[config.mk]
export PLATFORM = sky130hd
export DESIGN_NAME = cra_seq_flat
export DESIGN_NICKNAME = d
export VERILOG_FILES = /design/src/rtl/cra_pkg.sv /design/src/rtl/cra_seq_if.sv /design/src/rtl/cra_stack.sv /design/src/rtl/cra_seq.sv /design/src/flat_wrapper.sv
export SDC_FILE = /design/constraint.sdc
export NUM_CORES = 1
export LEC_CHECK = 0
export CORE_MARGIN = 2
export CORE_UTILIZATION = 30
export CTS_BUF_LIST = sky130_fd_sc_hd__clkbuf_16
export DETAILED_ROUTE_END_ITERATION = 10
export GPL_ROUTABILITY_DRIVEN = 1
export PLACE_DENSITY_LB_ADDON = 0.2
export SYNTH_ARGS = -nofsm -noshare
export SYNTH_HDL_FRONTEND = slang
export SYNTH_SLANG_ARGS = --single-unit
[constraint.sdc]
create_clock -name eboxClk -period 3.1 [get_ports eboxClk]
set_input_delay 0.62 -clock eboxClk [delete_from_list [all_inputs] [get_ports eboxClk]]
set_output_delay 0.62 -clock eboxClk [all_outputs]
set_load 0.1 [all_outputs]
[src/rtl/cra_pkg.sv]
// cra_pkg: shared constants and width helpers for the microcode address sequencer
package cra_pkg;
    localparam int MAX_W = 64;

    function automatic logic [MAX_W-1:0] force_adr(input int w);
        return (w >= MAX_W) ? '1 : ((MAX_W'(1) << w) - MAX_W'(1));
    endfunction

    function automatic int sp_w(input int d);
        return (d > 1) ? $clog2(d) : 1;
    endfunction

    function automatic int cnt_w(input int d);
        return $clog2(d + 1);
    endfunction
endpackage

[src/rtl/cra_seq_if.sv]
// cra_seq_if: CRAM field inputs and sequencer status outputs of cra_seq
interface cra_seq_if #(
    parameter int ADR_W  = 11,
    parameter int DEPTH  = 16,
    parameter int DISP_W = 4
);
    import cra_pkg::*;
    localparam int CW = cnt_w(DEPTH);
    logic              advance;
    logic [ADR_W-1:0]  j;
    logic              call;
    logic              ret;
    logic              forceTrap;
    logic              dispEn;
    logic [DISP_W-1:0] dispBits;
    logic              diagLoad;
    logic [ADR_W-1:0]  diagAdr;
    logic              diagClear;
    logic [ADR_W-1:0]  cradr;
    logic [ADR_W-1:0]  sbrRet;
    logic [CW-1:0]     depth;
    logic              overflow;
    logic              underflow;

    modport master (
        output advance, j, call, ret, forceTrap, dispEn, dispBits, diagLoad, diagAdr, diagClear,
        input  cradr, sbrRet, depth, overflow, underflow
    );

    modport slave (
        input  advance, j, call, ret, forceTrap, dispEn, dispBits, diagLoad, diagAdr, diagClear,
        output cradr, sbrRet, depth, overflow, underflow
    );
endinterface

[src/rtl/cra_stack.sv]
// cra_stack: circular call/return LIFO that discards the oldest entry when pushed while full
module cra_stack
    import cra_pkg::*;
#(
    parameter int DEPTH = 16,
    parameter int ADR_W = 11,
    localparam int SPW  = sp_w(DEPTH),
    localparam int CW   = cnt_w(DEPTH)
) (
    input  logic             clk,
    input  logic             rst,
    input  logic             i_push,
    input  logic             i_pop,
    input  logic             i_swap,
    input  logic [ADR_W-1:0] i_din,
    output logic [ADR_W-1:0] o_top,
    output logic [CW-1:0]    o_depth,
    output logic             o_full,
    output logic             o_empty
);
    logic [ADR_W-1:0] r_mem [DEPTH];
    logic [SPW-1:0]   r_sp;
    logic [CW-1:0]    r_cnt;
    logic [SPW-1:0]   w_sp_inc;
    logic [SPW-1:0]   w_sp_dec;
    logic             w_wr_new;

    // r_sp is the next free slot; the top entry sits one slot below it, wrapping at DEPTH
    always_comb begin
        w_sp_inc = (r_sp == SPW'(DEPTH - 1)) ? '0 : r_sp + 1'b1;
        w_sp_dec = (r_sp == '0) ? SPW'(DEPTH - 1) : r_sp - 1'b1;
        o_full   = r_cnt == CW'(DEPTH);
        o_empty  = r_cnt == '0;
        o_top    = o_empty ? '0 : r_mem[w_sp_dec];
        o_depth  = r_cnt;
        w_wr_new = i_push | (i_swap & o_empty);
    end

    // a swap on an empty stack degenerates into a plain push; a pop on empty is a no-op
    always_ff @(posedge clk) begin
        if (rst) begin
            r_sp  <= '0;
            r_cnt <= '0;
            for (int i = 0; i < DEPTH; i++) r_mem[i] <= '0;
        end else if (w_wr_new) begin
            r_mem[r_sp] <= i_din;
            r_sp        <= w_sp_inc;
            r_cnt       <= o_full ? r_cnt : r_cnt + 1'b1;
        end else if (i_swap) begin
            r_mem[w_sp_dec] <= i_din;
        end else if (i_pop && !o_empty) begin
            r_sp  <= w_sp_dec;
            r_cnt <= r_cnt - 1'b1;
        end
    end
endmodule

[src/rtl/cra_seq.sv]
// cra_seq: registered next-CRAM-address sequencer with call/return stack and sticky status
module cra_seq
    import cra_pkg::*;
#(
    parameter int ADR_W  = 11,
    parameter int DEPTH  = 16,
    parameter int DISP_W = 4,
    localparam int CW    = cnt_w(DEPTH)
) (
    input  logic      eboxClk,
    input  logic      eboxReset,
    cra_seq_if.slave  bus
);
    localparam logic [ADR_W-1:0] FORCE_ADR = ADR_W'(force_adr(ADR_W));

    logic [ADR_W-1:0] r_cradr;
    logic             r_ov;
    logic             r_uf;
    logic [ADR_W-1:0] w_next;
    logic [ADR_W-1:0] w_disp;
    logic [ADR_W-1:0] w_top;
    logic [CW-1:0]    w_depth;
    logic             w_push;
    logic             w_pop;
    logic             w_swap;
    logic             w_full;
    logic             w_empty;
    logic             w_ov_set;
    logic             w_uf_set;
    logic             w_step;

    cra_stack #(.DEPTH(DEPTH), .ADR_W(ADR_W)) u_stack (
        .clk     (eboxClk),
        .rst     (eboxReset),
        .i_push  (w_push),
        .i_pop   (w_pop),
        .i_swap  (w_swap),
        .i_din   (r_cradr),
        .o_top   (w_top),
        .o_depth (w_depth),
        .o_full  (w_full),
        .o_empty (w_empty)
    );

    // next-address select: force beats diagnostic load beats an advance-qualified step
    always_comb begin
        w_disp   = bus.dispEn ? ADR_W'(bus.dispBits) : '0;
        w_step   = bus.advance & ~bus.forceTrap & ~bus.diagLoad;
        w_push   = bus.forceTrap | (w_step & bus.call & ~bus.ret);
        w_pop    = w_step & bus.ret & ~bus.call;
        w_swap   = w_step & bus.call & bus.ret;
        w_next   = bus.forceTrap ? FORCE_ADR :
                   bus.diagLoad  ? bus.diagAdr :
                   bus.advance   ? ((bus.ret ? w_top : '0) | bus.j | w_disp) : r_cradr;
        w_ov_set = w_push & w_full;
        w_uf_set = (w_pop | w_swap) & w_empty;
    end

    // address register and sticky flags; a new error on the clearing edge keeps its flag set
    always_ff @(posedge eboxClk) begin
        if (eboxReset) begin
            r_cradr <= '0;
            r_ov    <= 1'b0;
            r_uf    <= 1'b0;
        end else begin
            r_cradr <= w_next;
            r_ov    <= w_ov_set | (r_ov & ~bus.diagClear);
            r_uf    <= w_uf_set | (r_uf & ~bus.diagClear);
        end
    end

    assign bus.cradr     = r_cradr;
    assign bus.sbrRet    = w_top;
    assign bus.depth     = w_depth;
    assign bus.overflow  = r_ov;
    assign bus.underflow = r_uf;
endmodule

[src/flat_wrapper.sv]
// flat-port wrapper written by rule: the top's interface ports become plain ports
module cra_seq_flat import cra_pkg::*;
#(
    parameter int ADR_W  = 11,
    parameter int DEPTH  = 16,
    parameter int DISP_W = 4,
    localparam int CW    = cnt_w(DEPTH)
)
  (eboxClk, eboxReset, bus_advance, bus_j, bus_call, bus_ret, bus_forceTrap, bus_dispEn, bus_dispBits, bus_diagLoad, bus_diagAdr, bus_diagClear, bus_cradr, bus_sbrRet, bus_depth, bus_overflow, bus_underflow);
  cra_seq_if #(.ADR_W(ADR_W), .DEPTH(DEPTH), .DISP_W(DISP_W)) bus_i ();
  input  logic eboxClk;
  input  logic eboxReset;
  input wire logic [$bits(bus_i.advance)-1:0] bus_advance;
  input wire logic [$bits(bus_i.j)-1:0] bus_j;
  input wire logic [$bits(bus_i.call)-1:0] bus_call;
  input wire logic [$bits(bus_i.ret)-1:0] bus_ret;
  input wire logic [$bits(bus_i.forceTrap)-1:0] bus_forceTrap;
  input wire logic [$bits(bus_i.dispEn)-1:0] bus_dispEn;
  input wire logic [$bits(bus_i.dispBits)-1:0] bus_dispBits;
  input wire logic [$bits(bus_i.diagLoad)-1:0] bus_diagLoad;
  input wire logic [$bits(bus_i.diagAdr)-1:0] bus_diagAdr;
  input wire logic [$bits(bus_i.diagClear)-1:0] bus_diagClear;
  output wire logic [$bits(bus_i.cradr)-1:0] bus_cradr;
  output wire logic [$bits(bus_i.sbrRet)-1:0] bus_sbrRet;
  output wire logic [$bits(bus_i.depth)-1:0] bus_depth;
  output wire logic [$bits(bus_i.overflow)-1:0] bus_overflow;
  output wire logic [$bits(bus_i.underflow)-1:0] bus_underflow;
  assign bus_i.advance = bus_advance;
  assign bus_i.j = bus_j;
  assign bus_i.call = bus_call;
  assign bus_i.ret = bus_ret;
  assign bus_i.forceTrap = bus_forceTrap;
  assign bus_i.dispEn = bus_dispEn;
  assign bus_i.dispBits = bus_dispBits;
  assign bus_i.diagLoad = bus_diagLoad;
  assign bus_i.diagAdr = bus_diagAdr;
  assign bus_i.diagClear = bus_diagClear;
  assign bus_cradr = bus_i.cradr;
  assign bus_sbrRet = bus_i.sbrRet;
  assign bus_depth = bus_i.depth;
  assign bus_overflow = bus_i.overflow;
  assign bus_underflow = bus_i.underflow;
  cra_seq #(.ADR_W(ADR_W), .DEPTH(DEPTH), .DISP_W(DISP_W)) u_core (.eboxClk(eboxClk), .eboxReset(eboxReset), .bus(bus_i));
endmodule
==> impl_metrics.csv <==
group,metric,value,unit
timing,tns,-2770,ps
routing,avgViaCountPerCell,5.11,
worst_setup_path,cp.buffers_inverters,5,
floorplanning,floorplan.initialDensity,30.5,%
final_layout,diodes,0,
routing,drt_wl_total,29100,µm
floorplanning,dieArea,32600,µm²
worst_setup_path,start_kind,"register",
worst_setup_path,path_delay_family,"buffers and inverters",
power_and_ir_drop,p_leak,4.78,nW
timing,hold_viol,0,
timing,layout_min_cycle_time,3410,ps
worst_setup_path,critPathLaunch,"u_core.u_stack.r_sp[0]",
routing,drtPass1Iterations,5,
cts,cts_max_path_buffers,2,
global_route,gr-usage-all-layers,18.2,%
synth,avgSynthCellArea,12.6,µm²
worst_setup_path,path_cells,"inv_2 -> ha_4 -> nand2b_4 -> o21ai_4 -> buf_12 -> buf_12 -> mux4_2 -> o22a_1 -> o221ai_2 -> buf_4 -> nor2_4 -> buf_12",
synth,yosys-top-cells-count,"nor2_1 (211), edfxtp_1 (176), mux4_2 (43)",
worst_setup_path,cp_max_fo,6,
cts,root_buffer,"clkbuf_16",
timing,fmax,293,MHz
floorplanning,row_count,64,
hold_path,whs_endpoint,"u_core.bus.overflow",
cts,htree_levels,4,
cts,clock-sinks,198,
synth,synth-main-ff-cell,"edfxtp_1",
placed_design,port_buffers,63,
synth,synth_most_common_cell,"nor2_1",
global_route,grt_overflow,0,
global_route,grt_pass1_wl,43900,µm
floorplanning,core-area,30600,µm²
hold_path,hold_depth,2,
synth,ys_types,59,
power_and_ir_drop,power,9.16,mW
synth,synth_area_leaders,"edfxtp_1 (57%), mux4_2 (10%), nor2_1 (8.5%)",
synth,syn-instance-count,740,
final_layout,fin_util,41.9,%
global_route,grt_max_degree,42,
routing,drc,0,
worst_setup_path,critPathMostFrequentCell,"buf_12",
synth,syn-num-nets,781,
routing,via_count,6748,
timing,setup_violations,11,
synth,ys_seq_area_share,61.3,%
worst_setup_path,cp-end-kind,"output pin",
cts,cts-hold-fix-buffers,0,
floorplanning,io_pins,64,
global_route,antenna_found_initial,0,
worst_setup_path,reg2reg_from,"u_core.u_stack.o_depth[1]",
placed_design,place.gp.congestion,0.780,
final_layout,fin_area,12800,µm²
run_status,run_status,"finished, violations left",
routing,ant_nets,0,
cts,cts_inserted_buffers,17,
final_layout,syn2layout_area_growth,37.2,%
synth,netlist_area,9340,µm²
synth,synth-seq-cells,198,
run,maxCapViolations,0,
timing,setup_slack,-311,ps
synth,synth_edf_count,176,
placed_design,detailed_place_hpwl,20700,µm
worst_setup_path,rrSetupSlack,420,ps
floorplanning,die_w,180,µm
timing,min_period_over_period,110,%
worst_setup_path,cp.arrival,2790,ps
timing,max-slew-margin-rel,64.3,%
cts,clkTransAtPathRegs,80,ps
hold_path,hp-start,"u_core.bus.overflow",
hold_path,hold_class,"reg -> reg",
synth,synth_top_area_cell,"edfxtp_1",
synth,synthArstFlopShare,0,%
timing,tightestPinTransition,534,ps
worst_setup_path,rr_worst_depth,8,
placed_design,post_dp_cell_area,11800,µm²
timing,slew_violations,0,
worst_setup_path,r2r_end,"u_core.u_stack.r_mem[11][6]",
routing,drt_iter0_drc,616,
synth,yosys_warnings,0,
final_layout,drive_above_1_share,32.6,%
synth,synth_top_cell_area_share,56.6,%
worst_setup_path,setup.worst_path.class,"reg -> out",
global_route,grt_pass1_vias,6653,
worst_setup_path,cpMaxStageDelayCell,"mux4_2",
routing,routedWlPerCell,22.0,µm
power_and_ir_drop,irDropWorstVdd,0.000452,V
final_layout,layout.nets,953,
run_status,violations,"negative setup slack",
timing,rsz0062_at_grt,"yes",
power_and_ir_drop,p_per_area,715,nW/µm²
cts,clkLatencyLatePin,450,ps
worst_setup_path,required,2480,ps
timing,fin_skew,12.4,ps
floorplanning,die_y,180,µm
cts,cts_tree,"done",
worst_setup_path,slowest_delay,550,ps
state kept, by name, summed over array words and instances, names as in the netlist:
register                flops
u_core.u_stack.o_depth      5
u_core.bus.overflow         1
u_core.bus.underflow        1
u_core.u_stack.r_mem      176
u_core.bus.cradr           11
u_core.u_stack.r_sp         4
what timing repair did:
action | in CTS | in global routing
gates cloned | 4 | 1
setup endpoints to repair | 11 | 11
endpoints found under the hold margin | 0 | 0
gates resized for setup | 28 | 11
pin swaps | 11 | 10
buffers inserted | 10 | 8
how the worst max path moves through the flow:
| stage | end | slack, ps | depth (start not counted) |
|---|---|---|---|
| finish | bus_sbrRet[1] | -310 | 12 |
| global route | bus_sbrRet[3] | -380 | 13 |
| detailed placement | u_core.u_stack.r_mem[8][1] | -140 | 8 |
| global placement | u_core.u_stack.r_mem[8][7] | -130 | 8 |
| floorplan | bus_sbrRet[2] | -30 | 11 |
| CTS | bus_sbrRet[2] | -360 | 13 |
cells in the final DEF (no fill, tap or decap), types with 4 or more instances in the layout:
cell type and n:
dfxtp_1 20, and2_1 4, nor2_4 10, a211oi_1 6, o221ai_2 6, o22ai_1 7
xnor2_1 6, clkdlybuf4s50_1 34, o22a_1 6, a21oi_1 14, a21o_1 19, o221ai_4 4
mux4_2 43, nor2_1 200, nor2b_1 7, a221oi_1 4, a2bb2oi_1 8, buf_4 112
inv_8 4, a31oi_1 5, nand2b_1 6, inv_1 7, clkbuf_16 18, mux2i_1 5
o21ai_0 23, clkinv_8 5, edfxtp_1 176, buf_6 4, nand2_1 38, buf_12 49
ha_1 4
per-layer routing:
layer	global-route usage [%]	vias to the layer above	share of wire (%)	routed length, µm
met5	0	-	0	0
met4	4.87	0	1.7	481
met3	3.35	31	5.4	1560
met2	28.1	214	46	13400
met1	26.2	3412	47	13600
li1	-	3091	-	-
kinds of logic after synthesis:
family / after synthesis / share of synthesized area (%)
AO/OA/AOI/OAI: 127 / 9.75
XOR/XNOR: 8 / 0.911
adder cells (fa/ha/maj): 6 / 0.884
buffers and inverters: 62 / 2.88
flip-flops: 198 / 61.3
multiplexers: 51 / 11.2
AND/OR/NAND/NOR: 288 / 13.0
worst register-to-register path, delay by kind of cell (launching register included):
family,cells,cell delay (ps)
AOI/OAI and AO/OA,1,270
buffers and inverters,2,450
muxes,1,490
and+or+nand+nor,4,840
DFF,1,380
final cells by class:
type	count	area [µm²]
Sequential cell	198	5730
Multi-Input combinational cell	480	3610
Clock inverter	15	209
Clock buffer	17	425
Tap cell	396	495
Fill cell	2894	17800
Timing Repair Buffer	203	2300
Inverter	12	46.3
power breakdown:
| part | internal (mW) | switching [mW] | total (mW) | leakage [nW] |
|---|---|---|---|---|
| Sequential | 3.05 | 0.119 | 3.17 | 2.00 |
| Combinational | 1.45 | 2.18 | 3.63 | 2.46 |
| Clock | 1.13 | 1.23 | 2.36 | 0.308 |
per-stage QoR:
stage / hold slack (ps) / setup slack, ps / cells
CTS: 484 / -358 / 1315
floorplan: 673 / -25.4 / 740
global placement: 465 / -127 / 1269
detailed placement: 471 / -138 / 1269
finish: 483 / -311 / 1321
global route: 532 / -382 / 1321
No activity file was read; power rests on OpenSTA's default activity.
